[src/rtl/mem_port_arbiter.sv]
// -----------------------------------------------------------------------------
// mem_port_arbiter
//
// Arbitrates two requesters (processor and program-loader/debug port) onto a
// single unified memory port. One access is in flight at a time. The FSM
// latches the winning request, holds the memory request stable until memAck
// or a wait timeout, then pulses the winner's Ready for one cycle.
//
// Configuration macro:
//   ARB_ROUND_ROBIN_EN  - when defined, simultaneous requests alternate between
//                         the two ports using a last-grant register. When it is
//                         undefined, the CPU has fixed priority and no last-grant
//                         register exists.
//
// Parameters:
//   ADDR_W   address bus width
//   DATA_W   data bus width
//   TIMEOUT  maximum BUSY cycles spent waiting for memAck (>= 1)
//
// Ports:
//   clock, resetN              clock, synchronous active-low reset
//   cpuReq/cpuWrite/cpuAddr/cpuWData      processor request (level) and fields
//   cpuRData/cpuReady                     processor read data, completion pulse
//   loadReq/loadWrite/loadAddr/loadWData  loader request (level) and fields
//   loadRData/loadReady                   loader read data, completion pulse
//   memEn/memWe/memAddr/memWData          shared memory request (registered)
//   memRData/memAck                       memory read data, completion strobe
//   busy                                  high whenever the FSM is not IDLE
//   accessErr                             pulse with Ready when the access timed out
// -----------------------------------------------------------------------------
module mem_port_arbiter #(
  parameter int ADDR_W  = 32,
  parameter int DATA_W  = 32,
  parameter int TIMEOUT = 15
) (
  input  logic              clock,
  input  logic              resetN,

  input  logic              cpuReq,
  input  logic              cpuWrite,
  input  logic [ADDR_W-1:0] cpuAddr,
  input  logic [DATA_W-1:0] cpuWData,
  output logic [DATA_W-1:0] cpuRData,
  output logic              cpuReady,

  input  logic              loadReq,
  input  logic              loadWrite,
  input  logic [ADDR_W-1:0] loadAddr,
  input  logic [DATA_W-1:0] loadWData,
  output logic [DATA_W-1:0] loadRData,
  output logic              loadReady,

  output logic              memEn,
  output logic              memWe,
  output logic [ADDR_W-1:0] memAddr,
  output logic [DATA_W-1:0] memWData,
  input  logic [DATA_W-1:0] memRData,
  input  logic              memAck,

  output logic              busy,
  output logic              accessErr
);

  // state | meaning
  // IDLE  | no access in flight; sample requests and latch the winner
  // BUSY  | memory request held on memEn/memWe/memAddr/memWData, waiting for memAck
  // DONE  | winner's Ready (and accessErr on timeout) high for this one cycle
  typedef enum logic [1:0] {
    IDLE = 2'd0,
    BUSY = 2'd1,
    DONE = 2'd2
  } state_t;

  localparam int CNT_W = $clog2(TIMEOUT + 1);
  localparam logic [CNT_W-1:0] LAST_WAIT  = CNT_W'(TIMEOUT - 1);
  localparam logic [CNT_W-1:0] WAIT_LIMIT = CNT_W'(TIMEOUT);

  state_t            state, stateNext;
  logic              grantLoad, grantLoadNext;
  logic [CNT_W-1:0]  waitCnt, waitCntNext;

  logic              memEnNext, memWeNext;
  logic [ADDR_W-1:0] memAddrNext;
  logic [DATA_W-1:0] memWDataNext;
  logic [DATA_W-1:0] cpuRDataNext, loadRDataNext;
  logic              cpuReadyNext, loadReadyNext, accessErrNext;

  logic              anyReq;
  logic              pickLoad;

  assign anyReq = cpuReq | loadReq;

`ifdef ARB_ROUND_ROBIN_EN
  // lastLoad=1 means the loader won the most recent grant; reset favours the CPU
  // on the first contended request.
  logic lastLoad;

  assign pickLoad = loadReq & (~cpuReq | ~lastLoad);

  always_ff @(posedge clock) begin
    if (!resetN) begin
      lastLoad <= 1'b1;
    end else if (state == IDLE && anyReq) begin
      lastLoad <= pickLoad;
    end
  end
`else
  assign pickLoad = loadReq & ~cpuReq;
`endif

  assign busy = (state != IDLE);

  always_comb begin
    stateNext     = state;
    grantLoadNext = grantLoad;
    waitCntNext   = waitCnt;
    memEnNext     = memEn;
    memWeNext     = memWe;
    memAddrNext   = memAddr;
    memWDataNext  = memWData;
    cpuRDataNext  = cpuRData;
    loadRDataNext = loadRData;
    cpuReadyNext  = 1'b0;
    loadReadyNext = 1'b0;
    accessErrNext = 1'b0;

    case (state)
      IDLE: begin
        if (anyReq) begin
          stateNext     = BUSY;
          grantLoadNext = pickLoad;
          waitCntNext   = '0;
          memEnNext     = 1'b1;
          memWeNext     = pickLoad ? loadWrite : cpuWrite;
          memAddrNext   = pickLoad ? loadAddr  : cpuAddr;
          memWDataNext  = pickLoad ? loadWData : cpuWData;
        end
      end

      BUSY: begin
        // memAck wins over the timeout when both land in the same cycle.
        if (memAck) begin
          stateNext     = DONE;
          memEnNext     = 1'b0;
          cpuReadyNext  = ~grantLoad;
          loadReadyNext = grantLoad;
          if (!memWe) begin
            if (grantLoad) begin
              loadRDataNext = memRData;
            end else begin
              cpuRDataNext = memRData;
            end
          end
        end else if (waitCnt == LAST_WAIT) begin
          // This cycle's increment brings the counter to TIMEOUT: give up.
          stateNext     = DONE;
          waitCntNext   = WAIT_LIMIT;
          memEnNext     = 1'b0;
          cpuReadyNext  = ~grantLoad;
          loadReadyNext = grantLoad;
          accessErrNext = 1'b1;
        end else begin
          waitCntNext = waitCnt + CNT_W'(1);
        end
      end

      DONE: begin
        stateNext = IDLE;
      end

      default: begin
        stateNext = IDLE;
      end
    endcase
  end

  // Ready/accessErr are registered on the BUSY->DONE edge so they are high
  // exactly during DONE and drop on the return to IDLE.
  always_ff @(posedge clock) begin
    if (!resetN) begin
      state     <= IDLE;
      grantLoad <= 1'b0;
      waitCnt   <= '0;
      memEn     <= 1'b0;
      memWe     <= 1'b0;
      memAddr   <= '0;
      memWData  <= '0;
      cpuRData  <= '0;
      loadRData <= '0;
      cpuReady  <= 1'b0;
      loadReady <= 1'b0;
      accessErr <= 1'b0;
    end else begin
      state     <= stateNext;
      grantLoad <= grantLoadNext;
      waitCnt   <= waitCntNext;
      memEn     <= memEnNext;
      memWe     <= memWeNext;
      memAddr   <= memAddrNext;
      memWData  <= memWDataNext;
      cpuRData  <= cpuRDataNext;
      loadRData <= loadRDataNext;
      cpuReady  <= cpuReadyNext;
      loadReady <= loadReadyNext;
      accessErr <= accessErrNext;
    end
  end

endmodule

[config.mk]
export PLATFORM = sky130hd
export DESIGN_NAME = mem_port_arbiter
export DESIGN_NICKNAME = d
export VERILOG_FILES = /design/src/rtl/mem_port_arbiter.sv
export SDC_FILE = /design/constraint.sdc
export NUM_CORES = 1
export LEC_CHECK = 0
export CAP_MARGIN = 30
export CORE_MARGIN = 2
export CORE_UTILIZATION = 44
export CTS_BUF_LIST = sky130_fd_sc_hd__clkbuf_4
export DETAILED_ROUTE_END_ITERATION = 10
export PLACE_DENSITY = 0.88
export SLEW_MARGIN = 10
export SYNTH_ARGS = -nofsm -noshare
export SYNTH_HDL_FRONTEND = slang
export SYNTH_SLANG_ARGS = --single-unit
export TNS_END_PERCENT = 100
[constraint.sdc]
create_clock -name clock -period 2.1 [get_ports clock]
set_input_delay 0.525 -clock clock [delete_from_list [all_inputs] [get_ports clock]]
set_output_delay 0.525 -clock clock [all_outputs]
set_load 0.005 [all_outputs]
==> impl_metrics.toml, run 1 <==
[power]
peakVddDrop_uv = 404
cellPowerDensity_nw_per_um2 = 644
p_leak_nw = 3.63
p_total_mw = 5.93

[route]
vias = 5945
wl_met1_mm = 6.98
wl_per_cell_um = 16.4
drt_iter0_drc = 499
maxUsedRoutingLayer = "met4"
drc = 0
wirelength_mm = 18.5
dr.pass1.iters = 5
vias_per_cell = 5.28
ant_nets = 0
wl_met2_mm = 9.18
wl_met3_mm = 1.65

[placement]
routabilityCongestion = 0.834
io_buffers = 300
place_ws_ns = -0.145
hpwl_mm = 13.4

[worst_setup_path]
crit_family = "buffers and inverters"
critPathLaunch = "memWe$_SDFFE_PN0P_"
cp-end-kind = "output pin"
cp.buffers_inverters = 1
path_cells = "clkdlybuf4s50_1"
rr_worst_depth = 4
cp_slowest_stage_delay_ns = 0.54
timing.rr.end = "memAddr[11]$_SDFFE_PN0P_"
crit_arrival_ns = 1.45
required_ns = 1.57
crit_type = "register to output pin"
path_max_fanout = 4
cp.depth = 1
crit-reg2reg-launch = "state[1]$_SDFFE_PN0P_"
slowest_stage = "clkdlybuf4s50_1"
r2r_setup_slack_ns = 0.35
endpoint = "memWe"
startpoint_type = "register"

[logic_synthesis]
synth_edf_count = 0
avgSynthCellArea_um2 = 8.63
yosys_warnings = 0
yosysUniqueCellTypes = 34
synth_ff_type = "dfxtp_1"
ys_async_sr_fraction = 0
yosysSeqAreaShare = 0.486
ys_ff_latch = 140
synthesis.nets = 837
postSynthCellCount = 668
syn-cell-area_um2 = 5760

[floorplanning]
fp.dieW_um = 118
rows = 41
die_h_um = 118
io_pins = 301
start_util = 0.453
core_area_um2 = 12700
die-area_um2 = 14000

[clock_network]
cts-root-buf = "clkbuf_4"
cts.clk_slew.worst_paths_ns = 0.12
clock_sinks = 140
cts_buffers = 17
post_cts_buffers = 0
cts_tree = "built"
clock_latency_ns = 0.52
htree_levels = 4
clk_path_buf_depth = 2

[min_path]
hold_path.class = "register to register"
hp-start = "loadRData[25]$_SDFFE_PN0P_"

[cells_and_area]
syn_to_final_growth_pct = 59.7
fill_cells = 988
num_antenna_cells = 0
layout-drive-gt1-share = 0.0639
layout_commonest_cell = "clkdlybuf4s50_1"
final_nets = 1111
layout_common_cells = "clkdlybuf4s50_1 (298), nand2_1 (232), dfxtp_1 (137)"

[sta]
slew_violations = 0
finalSetupTns_ns = 0
worst_slew_pin_slew_ns = 0.729
worst_slack_ns = 0.125
slew_headroom = 0.514
finalHoldViolCount = 0
min_period_ns = 1.98
rsz0062_at_grt = "false"
finalClockSkew_ns = 0.0167
fmax_ghz = 0.506
post-route-period-util = 0.941
finalSetupViolCount = 0

[global_routing]
antenna_found_initial = 0
grt_pass1_wl_mm = 29.0
grt_overflow = 0
grtUsageTotal = 0.259
grt_pass1_vias = 5842
grt_max_degree = 104

[flow_run]
cap_violations = 0

[status]
outcome = "complete, no violations"
[per-stage QoR]
step                cells  area [µm²]  hold slack, ns   util
floorplan             668        5760           0.451      -
global placement     1095        8940           0.442  0.703
detailed placement   1095        8940           0.448  0.703
CTS                  1127        9200           0.468  0.723
global route         1127        9200           0.484  0.723
finish               1127        9200           0.464  0.723
[sequential cells by signal, summed over array words and instances, names as in the netlist, 2 cells and up]
register,flops
waitCnt,4
memWData,32
memAddr,32
state,2
loadRData,32
cpuRData,32
[where the power goes]
group | leakage, nW | internal [mW] | switching, mW
sequential | 1.15 | 2.84 | 0.103
clock | 0.136 | 0.599 | 1.01
combinational | 2.34 | 0.801 | 0.570
total | 3.63 | 4.24 | 1.69
[cell type report]
class | count | area (µm²) | share of cell area
Timing Repair Buffer | 317 | 3220 | 0.350
Sequential cell | 140 | 2810 | 0.305
Multi-Input combinational cell | 461 | 2680 | 0.291
Tap cell | 172 | 215 | 0.0234
Clock buffer | 18 | 135 | 0.0147
Clock inverter | 14 | 120 | 0.0131
Inverter | 5 | 18.8 | 0.00204
[synth_stat cells, types with 2 or more instances]
master	number	share of area
clkbuf_1	33	0.021
buf_4	4	0.0052
mux2i_1	64	0.11
buf_6	3	0.0059
and2_1	2	0.0022
buf_2	18	0.016
ha_1	2	0.0043
o32ai_1	2	0.0030
nor2_1	5	0.0033
inv_1	4	0.0026
a311oi_1	65	0.099
nand2_1	232	0.15
a21oi_1	69	0.060
dfxtp_1	140	0.49
buf_1	4	0.0026
and3_1	3	0.0033
[timing repair]
item / 4_1_cts / 5_1_grt
hold buffers: 0 / 0
setup endpoints to repair: 2 / 0
resized for setup: 5 / 0
[worst min-delay path by stage]
| stage | endpoint | slack, ns | cells after the start |
|---|---|---|---|
| 6_report | loadRData[25]$_SDFFE_PN0P_ | 0.46 | 2 |
| 5_1_grt | cpuRData[18]$_SDFFE_PN0P_ | 0.48 | 2 |
| 4_1_cts | loadRData[25]$_SDFFE_PN0P_ | 0.47 | 2 |
| 3_5_place_dp | cpuRData[18]$_SDFFE_PN0P_ | 0.45 | 2 |
| 3_3_place_gp | cpuRData[30]$_SDFFE_PN0P_ | 0.44 | 2 |
| 2_1_floorplan | cpuRData[0]$_SDFFE_PN0P_ | 0.45 | 2 |
[routing by layer]
| metal | global-route usage | vias up |
|---|---|---|
| li1 | - | 2878 |
| met1 | 0.284 | 2743 |
| met2 | 0.450 | 284 |
| met3 | 0.0883 | 40 |
| met4 | 0.121 | 0 |
| met5 | 0 | - |
[kinds of logic (layout without fill, tap and decap cells)]
kind of cell	after synthesis	in the layout	synth area share
DFF	140	140	0.486
adders and majority gates	2	2	0.00434
buffers and inverters	67	354	0.0540
and+or+nand+nor	255	255	0.177
muxes	64	64	0.111
AOI/OAI and AO/OA	140	140	0.167
Note: power is estimated with default switching activity, not from simulation.
==> run 2, diff against run 1 <==
--- a/config.mk
+++ b/config.mk
@@ -10,6 +10,7 @@
 export CORE_UTILIZATION = 44
 export CTS_BUF_LIST = sky130_fd_sc_hd__clkbuf_4
 export DETAILED_ROUTE_END_ITERATION = 10
+export HOLD_SLACK_MARGIN = 0.12
 export PLACE_DENSITY = 0.88
 export SLEW_MARGIN = 10
 export SYNTH_ARGS = -nofsm -noshare
==> results of run 2 <==
The final DEF is identical to that of run 1; final timing and power are the same.
==> run 3, diff against run 2 <==
--- a/config.mk
+++ b/config.mk
@@ -6,12 +6,15 @@
 export NUM_CORES = 1
 export LEC_CHECK = 0
 export CAP_MARGIN = 30
+export CELL_PAD_IN_SITES_DETAIL_PLACEMENT = 0
+export CELL_PAD_IN_SITES_GLOBAL_PLACEMENT = 1
 export CORE_MARGIN = 2
-export CORE_UTILIZATION = 44
+export CORE_UTILIZATION = 31
 export CTS_BUF_LIST = sky130_fd_sc_hd__clkbuf_4
 export DETAILED_ROUTE_END_ITERATION = 10
 export HOLD_SLACK_MARGIN = 0.12
-export PLACE_DENSITY = 0.88
+export PLACE_DENSITY_LB_ADDON = 0.1
+export SETUP_SLACK_MARGIN = 0.4
 export SLEW_MARGIN = 10
 export SYNTH_ARGS = -nofsm -noshare
 export SYNTH_HDL_FRONTEND = slang
==> impl_metrics.toml, run 3 (synthesized netlist as in run 1, its figures left out) <==
[power]
p_int_mw = 4.30
switchingPower_mw = 1.70
clkPwrFrac = 0.287
p_leak_nw = 3.97
p_total_mw = 6.00
p_seq_frac = 0.496
peakVddDrop_uv = 384
pwr-share-comb = 0.217
cellPowerDensity_nw_per_um2 = 634
swShare = 0.284

[sta]
finalHoldViolCount = 0
post-route-period-util = 0.831
finalSetupViolCount = 0
finalClockSkew_ns = 0.0225
slew_violations = 0
slew_headroom = 0.623
fmax_ghz = 0.573
worst_slack_ns = 0.355
worst_slew_pin_slew_ns = 0.566
min_period_ns = 1.75
finalSetupTns_ns = 0
rsz0062_at_grt = "true"

[cells_and_area]
syn_to_final_growth_pct = 64.3
utilization = 0.524
final_nets = 1137
final_cells = 1210
multi_input_area_um2 = 2690
layout-drive-gt1-share = 0.266
layout_common_cells = "nand2_1 (232), clkdlybuf4s50_1 (165), dfxtp_2 (120)"
register_area_um2 = 2960
layout_commonest_cell = "nand2_1"
fill_cells = 1696

[route]
maxUsedRoutingLayer = "met4"
ant_nets = 0
wl_met1_mm = 7.75
wl_per_cell_um = 16.3
wl_met3_mm = 1.70
wirelength_mm = 19.8
drt_iter0_drc = 227
wl_met2_mm = 9.91
vias_per_cell = 4.92
vias = 5959
dr.pass1.iters = 4
drc = 0

[floorplanning]
die_h_um = 140
fp.dieW_um = 140
core_area_um2 = 18100
io_pins = 301
rows = 49
start_util = 0.319
die-area_um2 = 19700

[global_routing]
grt_pass1_wl_mm = 31.0
grt_overflow = 0
grt_pass1_vias = 6047
grt_max_degree = 69
grtUsageTotal = 0.196
antenna_found_initial = 1

[placement]
dp_cells = 1154
hpwl_mm = 13.6
place_ws_ns = -0.162
routabilityCongestion = 0.805
io_buffers = 300

[worst_setup_path]
slowest_stage = "dfxtp_4"
path_max_fanout = 3
startpoint_type = "register"
cp_slowest_stage_delay_ns = 0.37
required_ns = 1.57
crit_type = "register to output pin"
crit_arrival_ns = 1.22
cp-end-kind = "output pin"
crit_family = "flip-flops"
cp.buffers_inverters = 2
path_cells = "nor2_4 > inv_2 > clkbuf_2"

[status]
outcome = "complete, no violations"

[clock_network]
clock_sinks = 140
htree_levels = 4
cts.clk_slew.worst_paths_ns = 0.12
clk_path_buf_depth = 2
clock_latency_ns = 0.53
cts_buffers = 17
cts_tree = "built"
cts-root-buf = "clkbuf_4"
hold_buffers = 0

[flow_run]
cap_violations = 0

[min_path]
hold_path.class = "primary input to register"
[run 3: changes by cell type in the layout (fill, tap and decap cells not counted), moves of 22 or more]
cell | before | now
clkdlybuf4s50_1 | 298 | 165
buf_4 | 9 | 31
clkbuf_2 | 0 | 39
dfxtp_1 | 137 | 17
clkdlybuf4s15_1 | 0 | 79
dfxtp_2 | 2 | 120
[run 3: power by group through the flow]
stage	Combinational [mW]	Clock (mW)	Sequential (mW)
after floorplan	0.513	0	3.01
after global placement	1.38	0	3.00
after detailed placement	1.39	0	3.00
after CTS	1.33	1.79	2.97
after global routing	1.42	1.90	3.00
final	1.30	1.72	2.98
[run 3: stage by stage]
step,area (µm²),hold slack (ns)
2_1_floorplan,5760,0.451
3_3_place_gp,9050,0.442
3_5_place_dp,9050,0.451
4_1_cts,9590,0.328
5_1_grt,9470,0.351
6_report,9470,0.388
[run 3: routing by layer]
layer  vias to the layer above  GRT usage
li1                       2924          -
met1                      2772      0.214
met2                       234      0.349
met3                        29     0.0711
met4                         0     0.0734
met5                         -          0
[run 3: tightest hold or removal path, stage by stage]
cell	delay (ns)
buf_2	0.20
nand2_1	0.10
mux2i_1	0.05
[run 3: layout make-up]
class | instances | area share
repair buffers | 343 | 0.342
flip-flops and latches | 140 | 0.313
multi-input cells | 461 | 0.284
well taps | 229 | 0.0303
clock inverters | 14 | 0.0152
clock buffers | 17 | 0.0135
inverters | 5 | 0.00198
diodes | 1 | 0.000264
[run 3: final timing paths]
check / startpoint / endpoint / slack [ns] / cells past startpoint
hold reg to reg: cpuRData[16]$_SDFFE_PN0P_ / cpuRData[16]$_SDFFE_PN0P_ / 0.46 / 2
hold / removal: resetN / cpuRData[12]$_SDFFE_PN0P_ / 0.39 / 3
setup reg to reg: state[1]$_SDFFE_PN0P_ / loadRData[5]$_SDFFE_PN0P_ / 0.51 / 4
setup / recovery: state[1]$_SDFFE_PN0P_ / busy / 0.35 / 3
[run 3: what timing repair did]
item	CTS	global route
cloned	0	1
setup endpoints to repair	156	150
gates resized for setup	395	65
buffers inserted	15	8
